### config.mk
export PLATFORM = sky130hd
export DESIGN_NAME = uart_rx_sampler
export DESIGN_NICKNAME = d
export VERILOG_FILES = /design/src/rtl/uart_rx_sampler.sv
export SDC_FILE = /design/constraint.sdc
export NUM_CORES = 1
export LEC_CHECK = 0
export CORE_MARGIN = 2
export CORE_UTILIZATION = 55
export DETAILED_ROUTE_END_ITERATION = 10
export GPL_ROUTABILITY_DRIVEN = 1
export HOLD_SLACK_MARGIN = 0.06
export PLACE_DENSITY = 0.77
export SLEW_MARGIN = 20
export SYNTH_ARGS = -nofsm -noshare
export SYNTH_HDL_FRONTEND = slang
export SYNTH_SLANG_ARGS = --single-unit
### constraint.sdc
create_clock -name clk -period 2.25 [get_ports clk]
set_clock_uncertainty 0.2 [all_clocks]
set_input_delay 0.225 -clock clk [delete_from_list [all_inputs] [get_ports clk]]
set_output_delay 0.225 -clock clk [all_outputs]
set_load 0.05 [all_outputs]
### src/rtl/uart_rx_sampler.sv
// UART receive sampler: synchronises rx, validates start bits, 3-point majority votes each bit at 16x
// oversampling, assembles 7/8-bit frames with optional parity and holds the byte with ready/error/overflow flags.
module uart_rx_sampler #(
  parameter int SYNC_STAGES = 2
) (
  input  logic       clk,
  input  logic       reset_n,
  input  logic       baud_clock,
  input  logic       rx,
  input  logic       bit8,
  input  logic       parity_en,
  input  logic       odd_n_even,
  input  logic       read_rx_byte,
  output logic [7:0] rx_data,
  output logic       rx_ready,
  output logic       parity_err,
  output logic       framing_err,
  output logic       overflow
);

  typedef enum logic [2:0] {IDLE, START, DATA, PARITY, STOP} state_t;

  state_t                 state_q, state_d;
  logic [SYNC_STAGES-1:0] sync_q;
  logic [3:0]             smp_cnt_q, smp_cnt_d;
  logic [2:0]             bit_cnt_q, bit_cnt_d;
  logic                   s7_q, s7_d, s8_q, s8_d;
  logic [7:0]             shreg_q, shreg_d;
  logic                   pbit_q, pbit_d, stop_q, stop_d, load_q, load_d;
  logic                   bit8_q, bit8_d, par_en_q, par_en_d, odd_q, odd_d;
  logic [7:0]             rx_data_q, rx_data_d;
  logic                   rx_ready_q, rx_ready_d, perr_q, perr_d;
  logic                   ferr_q, ferr_d, ovf_q, ovf_d;
  logic                   rx_s, maj;
  logic [7:0]             frame_data;

  assign rx_s = sync_q[SYNC_STAGES-1];
  assign maj  = (s7_q & s8_q) | (s7_q & rx_s) | (s8_q & rx_s);
  // In 7-bit mode only seven shifts happen, so the byte sits in the top seven bits.
  assign frame_data = bit8_q ? shreg_q : {1'b0, shreg_q[7:1]};

  always_comb begin
    state_d    = state_q;
    smp_cnt_d  = smp_cnt_q;
    bit_cnt_d  = bit_cnt_q;
    s7_d       = s7_q;
    s8_d       = s8_q;
    shreg_d    = shreg_q;
    pbit_d     = pbit_q;
    stop_d     = stop_q;
    load_d     = 1'b0;
    bit8_d     = bit8_q;
    par_en_d   = par_en_q;
    odd_d      = odd_q;
    rx_data_d  = rx_data_q;
    rx_ready_d = rx_ready_q;
    perr_d     = perr_q;
    ferr_d     = ferr_q;
    ovf_d      = ovf_q;

    if (baud_clock) begin
      if (state_q != IDLE) begin
        smp_cnt_d = smp_cnt_q + 4'd1;
        if (smp_cnt_q == 4'd7) s7_d = rx_s;
        if (smp_cnt_q == 4'd8) s8_d = rx_s;
      end
      case (state_q)
        IDLE: begin
          if (!rx_s) begin
            state_d   = START;
            smp_cnt_d = 4'd1;
            bit8_d    = bit8;
            par_en_d  = parity_en;
            odd_d     = odd_n_even;
          end
        end
        START: begin
          if (smp_cnt_q == 4'd9 && maj) begin
            state_d   = IDLE;
            smp_cnt_d = 4'd0;
          end else if (smp_cnt_q == 4'd15) begin
            state_d   = DATA;
            bit_cnt_d = 3'd0;
          end
        end
        DATA: begin
          if (smp_cnt_q == 4'd9) shreg_d = {maj, shreg_q[7:1]};
          if (smp_cnt_q == 4'd15) begin
            bit_cnt_d = bit_cnt_q + 3'd1;
            if (bit_cnt_q == (bit8_q ? 3'd7 : 3'd6)) state_d = par_en_q ? PARITY : STOP;
          end
        end
        PARITY: begin
          if (smp_cnt_q == 4'd9) pbit_d = maj;
          if (smp_cnt_q == 4'd15) state_d = STOP;
        end
        STOP: begin
          // Leaving mid-bit lets a start edge in the second half of the stop bit be seen.
          if (smp_cnt_q == 4'd9) begin
            stop_d    = maj;
            load_d    = 1'b1;
            state_d   = IDLE;
            smp_cnt_d = 4'd0;
          end
        end
        default: state_d = IDLE;
      endcase
    end

    if (load_q) begin
      rx_data_d  = frame_data;
      rx_ready_d = 1'b1;
      ferr_d     = ~stop_q;
      perr_d     = par_en_q & ((^frame_data ^ pbit_q) != odd_q);
      ovf_d      = rx_ready_q & ~read_rx_byte;
    end else if (read_rx_byte && rx_ready_q) begin
      rx_ready_d = 1'b0;
      perr_d     = 1'b0;
      ferr_d     = 1'b0;
      ovf_d      = 1'b0;
    end
  end

  always_ff @(posedge clk) begin
    if (!reset_n) begin
      state_q    <= IDLE;
      sync_q     <= {SYNC_STAGES{1'b1}};
      smp_cnt_q  <= 4'd0;
      bit_cnt_q  <= 3'd0;
      s7_q       <= 1'b0;
      s8_q       <= 1'b0;
      shreg_q    <= 8'd0;
      pbit_q     <= 1'b0;
      stop_q     <= 1'b0;
      load_q     <= 1'b0;
      bit8_q     <= 1'b0;
      par_en_q   <= 1'b0;
      odd_q      <= 1'b0;
      rx_data_q  <= 8'd0;
      rx_ready_q <= 1'b0;
      perr_q     <= 1'b0;
      ferr_q     <= 1'b0;
      ovf_q      <= 1'b0;
    end else begin
      state_q    <= state_d;
      sync_q     <= {sync_q[SYNC_STAGES-2:0], rx};
      smp_cnt_q  <= smp_cnt_d;
      bit_cnt_q  <= bit_cnt_d;
      s7_q       <= s7_d;
      s8_q       <= s8_d;
      shreg_q    <= shreg_d;
      pbit_q     <= pbit_d;
      stop_q     <= stop_d;
      load_q     <= load_d;
      bit8_q     <= bit8_d;
      par_en_q   <= par_en_d;
      odd_q      <= odd_d;
      rx_data_q  <= rx_data_d;
      rx_ready_q <= rx_ready_d;
      perr_q     <= perr_d;
      ferr_q     <= ferr_d;
      ovf_q      <= ovf_d;
    end
  end

  assign rx_data     = rx_data_q;
  assign rx_ready    = rx_ready_q;
  assign parity_err  = perr_q;
  assign framing_err = ferr_q;
  assign overflow    = ovf_q;

endmodule

* Yosys cells after proc, flatten, opt, wreduce, memory -nomap -nowiden
Cells that the tools add are included.
** Word-level totals
- Output and inout port bits :: 12
- Register bits :: 40
** Cells by class
- Equal/unequal tests :: 18
- Mux-type cells :: 26
- Bitwise gates (word level) :: 11
- Reductions and logical operators :: 16
- $add $sub $neg :: 2
** Operator list (number)
- 3-bit 2-to-1 mux :: 11
- 3-bit AND reduction :: 7
- 4-bit 2-to-1 mux :: 4
- 3-bit case mux with 5 select lines :: 1
- 2-bit != test, second input constant :: 7
- 4-bit equality test, second input constant :: 3
- 4-bit case mux with 3 select lines :: 1
- 8-bit 2-to-1 mux :: 1
- 8-bit parity :: 1
- 1-bit 2-to-1 mux :: 7
- 7-bit AND reduction :: 1
- 3-bit by 2-bit equality test with 1-bit output, second input constant :: 2
- 3-bit case mux with 2 select lines :: 1
- 1-bit AND :: 5
- 5-bit AND reduction :: 1
- 4-bit by 1-bit adder with 4-bit output, second input constant :: 1
- 4-bit by 3-bit equality test with 1-bit output, second input constant :: 1
- 2-bit nonzero test :: 2
- 3-bit by 1-bit adder with 3-bit output, second input constant :: 1
- 3-bit by 1-bit equality test with 1-bit output, second input constant :: 1
- 3-bit equality test :: 1
- 3-bit equality test, second input constant :: 1
- 3-bit zero test :: 1
- 3-bit != test, second input constant :: 1
- other kinds (6) :: 10

* Logic depth before layout (Yosys ltp)
- Word-level depth :: 6
- Mapped depth :: 7

* Worst setup path before layout
No wires, ideal clock.
- Kind :: register to register
- Start point :: reg smp_cnt_q[1]
- End point :: reg state_q[0]
- Buffers on the path :: 0
- Stages on the path, launching flop included :: 8
- Required time :: 1933 ps
- Arrival time :: 1461 ps
- Path slack :: 472 ps
- Cell sequence :: dfxtp_1 -> inv_1 -> ha_1 -> and3b_1 -> a311o_1 -> nand2_1 -> inv_1 -> a32o_1
** On the way
- Longest elaborated chain between the ends :: 4
- Elaborated cells on any way between the ends :: 10
- Classes of those cells :: 6 x eq/ne; 2 x mux; 2 x reduce/logical
** Ends and longest elaborated chain
- start: declaration :: RTL line 25 : logic [3:0] smp_cnt_q, smp_cnt_d;
- start signal: assignment :: RTL line 147 : smp_cnt_q <= smp_cnt_d;
- 4-bit equality test :: RTL line 78, 99
- 1-bit logical AND :: RTL line 78 : if (smp_cnt_q == 4'd9 && maj) begin
- 3-bit != test (no source line) / 3-bit 2-to-1 mux (equally long branches)
- 7-bit AND reduction (no source line) / 3-bit case mux with 5 select lines (equally long branches)
- end signal: assignment :: RTL line 145 : state_q <= state_d;
- end: declaration :: RTL line 23 : state_t state_q, state_d;
Several ways; a longest one is shown, not always the timed one.
A chain may end at the register's enable or synchronous reset.

* Worst setup path after layout
- Start point :: reg rx_ready_q, in the netlist rx_ready
- End point :: out rx_ready
** RTL lines
- start: declaration :: RTL line 32 : logic rx_ready_q, rx_ready_d, perr_q, perr_d;
- start signal: assignment :: RTL line 159 : rx_ready_q <= rx_ready_d;
- end: declaration :: RTL line 15 : output logic rx_ready,
No word-level cell between the ends.

==> run metrics <==
Post-CTS Repair Setup Buffers 0; final wirelength 3810 um; delay-heaviest family, CP buffers and inverters; Max clock buf depth 2; critical path arrival 1.56 ns; status completed; pin slew with the least headroom to its limit 0.501 ns; Die ar. 0.00415 mm2; overflow left after global routing 0; CTS tree yes; Cells after DPL 282; post-synthesis sequential area ratio 0.399; Port Buffers 19; min Tclk post-route 1.98 ns; max-slew violation count 0; die width 64.4 um; sequential share of power 0.610; Buf/Inv on CP 1; Clock Sinks 40; total power 1.18 mW; endpoints failing hold 0; DRC 0; Most used DFF post-synth dfxtp_1; antenna violations before repair 0; Skew-Pair Late Insertion Delay 0.36 ns; via count 1612; ant diodes 0; I/O pins 20; largest cells by area after synthesis dfxtp_1, mux2i_1, nor2_1; switching share of total power 0.237; most common cell in the synthesized netlist dfxtp_1; setup tns final 0 ns; Hold Buf Count CTS 0; vias in the first global route 1514; net switching power figure 0.281 mW; TritonCTS buffer count 5; share of layout cells above drive strength 1 0.0738; Avg WL per Cell 13.1 um; Starting Density 0.588; part of the power in the clock network 0.321; slowest CP cell clkdlybuf4s50_1; via/cell ratio 5.56; Combinational Power Share 0.069; Syn-to-layout area delta 13.3%; Commonest cells post-synth dfxtp_1, nor2_1, mux2i_1; Final Setup Violations 0; Avg Inst Size Synth 8.88 um2; core area 0.00342 mm2; Max-slew headroom 0.665; DP HPWL 2670 um; leak pwr 0.802 nW; htree depth 2; Tcrit/Tclk final 0.880; Nets 255; flops & latches, synth 40; synth unique cells 47; largest net degree at the start of global routing 29; # fillers 303; Total GRT Usage 0.213; critical path cell sequence clkdlybuf4s50_1; Post-Layout Cell Count 290; crit path max fanout 4; Ys Warns 0; crit path kind reg -> out; final hold slack 0.225 ns; root buf cell clkbuf_4; f_max 0.505 GHz; area share of the largest cell type after synthesis 0.399; post-cts repair resize count 0; Hold Path Class in -> reg; ys async rst share 0; first-pass GRT wire length 6810 um; Pint 0.904 mW; row cnt 21; Syn Inst Count 226; CP Capture Type output pin; Initial DRC Count 89; EDFF count, synth 0; worst vdd ir 0.431 mV; CP peak stage delay 0.81 ns; mapped cell area 0.00201 mm2; largest area contributor in the netlist dfxtp_1; Synth Net Count 238; DR pass1 iterations 4; unrepaired setup endpoints after global routing no; number of antenna-violating nets in the routed design 0; CP Launch Type register; clock-pin slew on the worst setup and hold paths 0.11 ns; worst path required time 1.82 ns; die height 64.4 um; gpl congestion 0.872; power density cells 521 mW/mm2; max-cap violations 0
-- power by group through the flow --
stage          registers (mW)  clock network, mW  logic [mW]
2_1_floorplan           0.733                  0      0.0601
3_3_place_gp            0.738                  0      0.0811
3_5_place_dp            0.738                  0      0.0817
4_1_cts                 0.722              0.390      0.0822
5_1_grt                 0.724              0.418      0.0912
6_report                0.723              0.380      0.0820
-- metal layers --
layer | vias up | routed length [um] | global-route usage
li1 | 824 | - | -
met1 | 755 | 1830 | 0.287
met2 | 26 | 1740 | 0.322
met3 | 7 | 181 | 0.0493
met4 | 0 | 52 | 0.0984
met5 | - | 0 | 0
-- cell families after synthesis --
logic type	Yosys count	synth area share
and+or+nand+nor	80	0.201
AOI/OAI and AO/OA	41	0.142
DFF	40	0.399
buffers and inverters	25	0.0592
muxes	25	0.125
xor gates and xnor gates	10	0.0436
adders and majority gates	5	0.0305
-- worst paths after layout --
kind                             end                      start  slack, ns  cells after the start
max                         rx_ready      rx_ready$_SDFFE_PN0P_       0.27                      1
min             sync_q[0]$_SDFF_PN1_                         rx       0.23                      2
max reg2reg  state_q[0]$_SDFFE_PN0P_  smp_cnt_q[1]$_SDFFE_PN0P_       0.30                      7
min reg2reg     sync_q[1]$_SDFF_PN1_       sync_q[0]$_SDFF_PN1_       0.23                      1
-- state kept, by name, summed over array words and instances, names as in the netlist --
| signal | cells |
|---|---|
| sync_q | 2 |
| rx_ready | 1 |
| odd_q | 1 |
| rx_data | 8 |
| state_q | 3 |
| load_q | 1 |
| parity_err | 1 |
| s7_q | 1 |
| smp_cnt_q | 4 |
| framing_err | 1 |
| bit8_q | 1 |
| bit_cnt_q | 3 |
| shreg_q | 8 |
| overflow | 1 |
| par_en_q | 1 |
| stop_q | 1 |
| s8_q | 1 |
| pbit_q | 1 |
-- layout by cell type, fill, tap and decap left out, drive strengths merged, types with 5 or more instances in the layout --
cell type,count
buf,5
nand2,13
a21oi,11
clkbuf,8
a211oi,5
o21ai,10
xnor2,10
nand2b,5
dfxtp,40
inv,11
mux2i,24
clkdlybuf4s50,19
nand3,10
nor2,29
-- per-stage QoR --
step           instance area (um2)  utilization  setup WS [ns]
6_report                      2270        0.666          0.270
5_1_grt                       2270        0.666          0.141
4_1_cts                       2270        0.666          0.261
3_5_place_dp                  2210        0.648          0.202
3_3_place_gp                  2210        0.648          0.219
2_1_floorplan                 2010            -          0.472
-- area by class of cell --
cell class                      instances  area, um2  share of cell area
Inverter                               11       41.3              0.0182
Tap cell                               46       57.6              0.0253
Multi-Input combinational cell        161       1090               0.478
Timing Repair Buffer                   24        228               0.100
Clock buffer                            8       58.8              0.0259
Sequential cell                        40        801               0.352
Power figures use the tool's default switching activity.
==> RTL change, RTL diff (config.mk and constraints unchanged) <==
One comparison of `smp_cnt_q` changes from == to >=.
--- a/src/rtl/uart_rx_sampler.sv
+++ b/src/rtl/uart_rx_sampler.sv
@@ -84,7 +84,7 @@
           end
         end
         DATA: begin
-          if (smp_cnt_q == 4'd9) shreg_d = {maj, shreg_q[7:1]};
+          if (smp_cnt_q >= 4'd9) shreg_d = {maj, shreg_q[7:1]};
           if (smp_cnt_q == 4'd15) begin
             bit_cnt_d = bit_cnt_q + 3'd1;
             if (bit_cnt_q == (bit8_q ? 3'd7 : 3'd6)) state_d = par_en_q ? PARITY : STOP;
Formal check against the unedited RTL: same outputs for any inputs over 10 cycles, from zero or initial values and one cycle with reset_n low; that may be too few to reach the edited logic, so the function may still have changed.
==> RTL change against the original RTL <==
Count of clock-buffer cells in the layout shrank 2; register-to-register slack lost 80 ps; wire length increased by 5.2%; maximum frequency shrank 2.7%; die area shrank 2.1%; worst setup slack worse by 54 ps; synthesized area is 2.2% lower; combinational power shrank 3.0%; largest cell class unchanged; design area fell by 0.33%; power down 0.51%; sequential cell count unchanged.
==> RTL change: results (changes against the original RTL) <==
| Metric | Value |
|---|---|
| HPWL Detailed | 3.00 mm (+12%) |
| WL met2 | 1.88 mm (+8.1%) |
| First-pass GRT wire length | 6.76 mm (-0.70%) |
| Met1 Wirelength | 1.84 mm (about the same) |
| Met3 Wirelength | 163 um (-9.9%) |
| WL final | 4.01 mm (+5.2%) |
| Met3 usage | 4.46% (-0.47 points) |
| Area contributors post-synth | dfxtp_1, mux2i_1, nor2_1 |
| Syn Inst Count | 214 (-5.3%) |
| Synth Area in XOR/XNOR | 5.80% (+1.4 points) |
| Commonest cells in the netlist | dfxtp_1, nor2_1, mux2i_1 |
| Switching power | 0.000281 W (about the same) |
| Adder-Cell Fraction of Synth Area | 3.76% (+0.71 points) |
| Largest net degree at the start of global routing | 19 (-34%) |
| Measured slew at the worst slew-check pin | 599 ps (+97.8 ps) |
| Dpl cells | 275 (-2.5%) |
| FF-to-FF setup slack | 220 ps (-80 ps) |
| Hold_ws | 230 ps (+4.55 ps) |
| Post-synthesis mux area share | 13.8% (+1.3 points) |
| Post-layout nets | 249 (-2.4%) |
| Status | finished clean |
| Vias in the first global route | 1507 (-0.46%) |
| Critical R2R Capture | bit_cnt_q[0]$_SDFFE_PN0P_ |
| Comb power frac | 6.7% (-0.2 points) |
| PwrDens | 520 nW/um2 (-0.18%) |
| Netlist cell types | 42 (-11%) |
| Synth Area in Compound Gates | 12.8% (-1.3 points) |
| IR drop worst, VDD | 0.399 mV (-7.3%) |
| Post-Synthesis Net Count | 227 (-4.6%) |
| Dpl cell area | 2200 um2 (-0.45%) |
RTL change: cell count changes after synthesis, moves of 3 or more:
cell,change
xor2_1,+4
nand3_1,-3
nand2_1,+5
and3_1,-3
a21oi_1,-5
o21ai_0,-4
inv_1,-5
RTL change: worst max-delay path by stage:
stage	slack (ps)	to	startpoint
detailed placement	200	state_q[0]$_SDFFE_PN0P_	baud_clock
CTS	190	bit_cnt_q[0]$_SDFFE_PN0P_	smp_cnt_q[1]$_SDFFE_PN0P_
global route	50	state_q[0]$_SDFFE_PN0P_	smp_cnt_q[1]$_SDFFE_PN0P_
finish	220	bit_cnt_q[0]$_SDFFE_PN0P_	smp_cnt_q[1]$_SDFFE_PN0P_
global placement	280	state_q[2]$_SDFFE_PN0P_	baud_clock
floorplan	370	bit_cnt_q[0]$_SDFFE_PN0P_	smp_cnt_q[1]$_SDFFE_PN0P_
RTL change: per-stage QoR:
stage                     utilization [%]  worst slack [ps]
after CTS                            66.9               195
after global placement               65.0               277
final                                66.9               215
after global routing                 66.9              52.9
after floorplan                         -               369
after detailed placement             65.0               203
RTL change: worst max-delay path, delay by kind of cell, from the launching register on:
| kind | cells | cell delay, ps |
|---|---|---|
| and+or+nand+nor | 2 | 590 |
| AOI/OAI and AO/OA | 3 | 530 |
| DFF | 1 | 360 |
| adders and majority gates | 1 | 200 |
| buffers and inverters | 1 | 100 |
RTL change: layout make-up:
cell class / count / area (um2) / area share (%)
multi-input combinational: 156 / 1070 / 47.4
sequential: 40 / 801 / 35.3
timing repair buffer: 27 / 250 / 11.0
tap: 46 / 57.6 / 2.54
clock buffer: 6 / 51.3 / 2.26
inverter: 6 / 22.5 / 0.994
clock inverter: 2 / 10.0 / 0.442
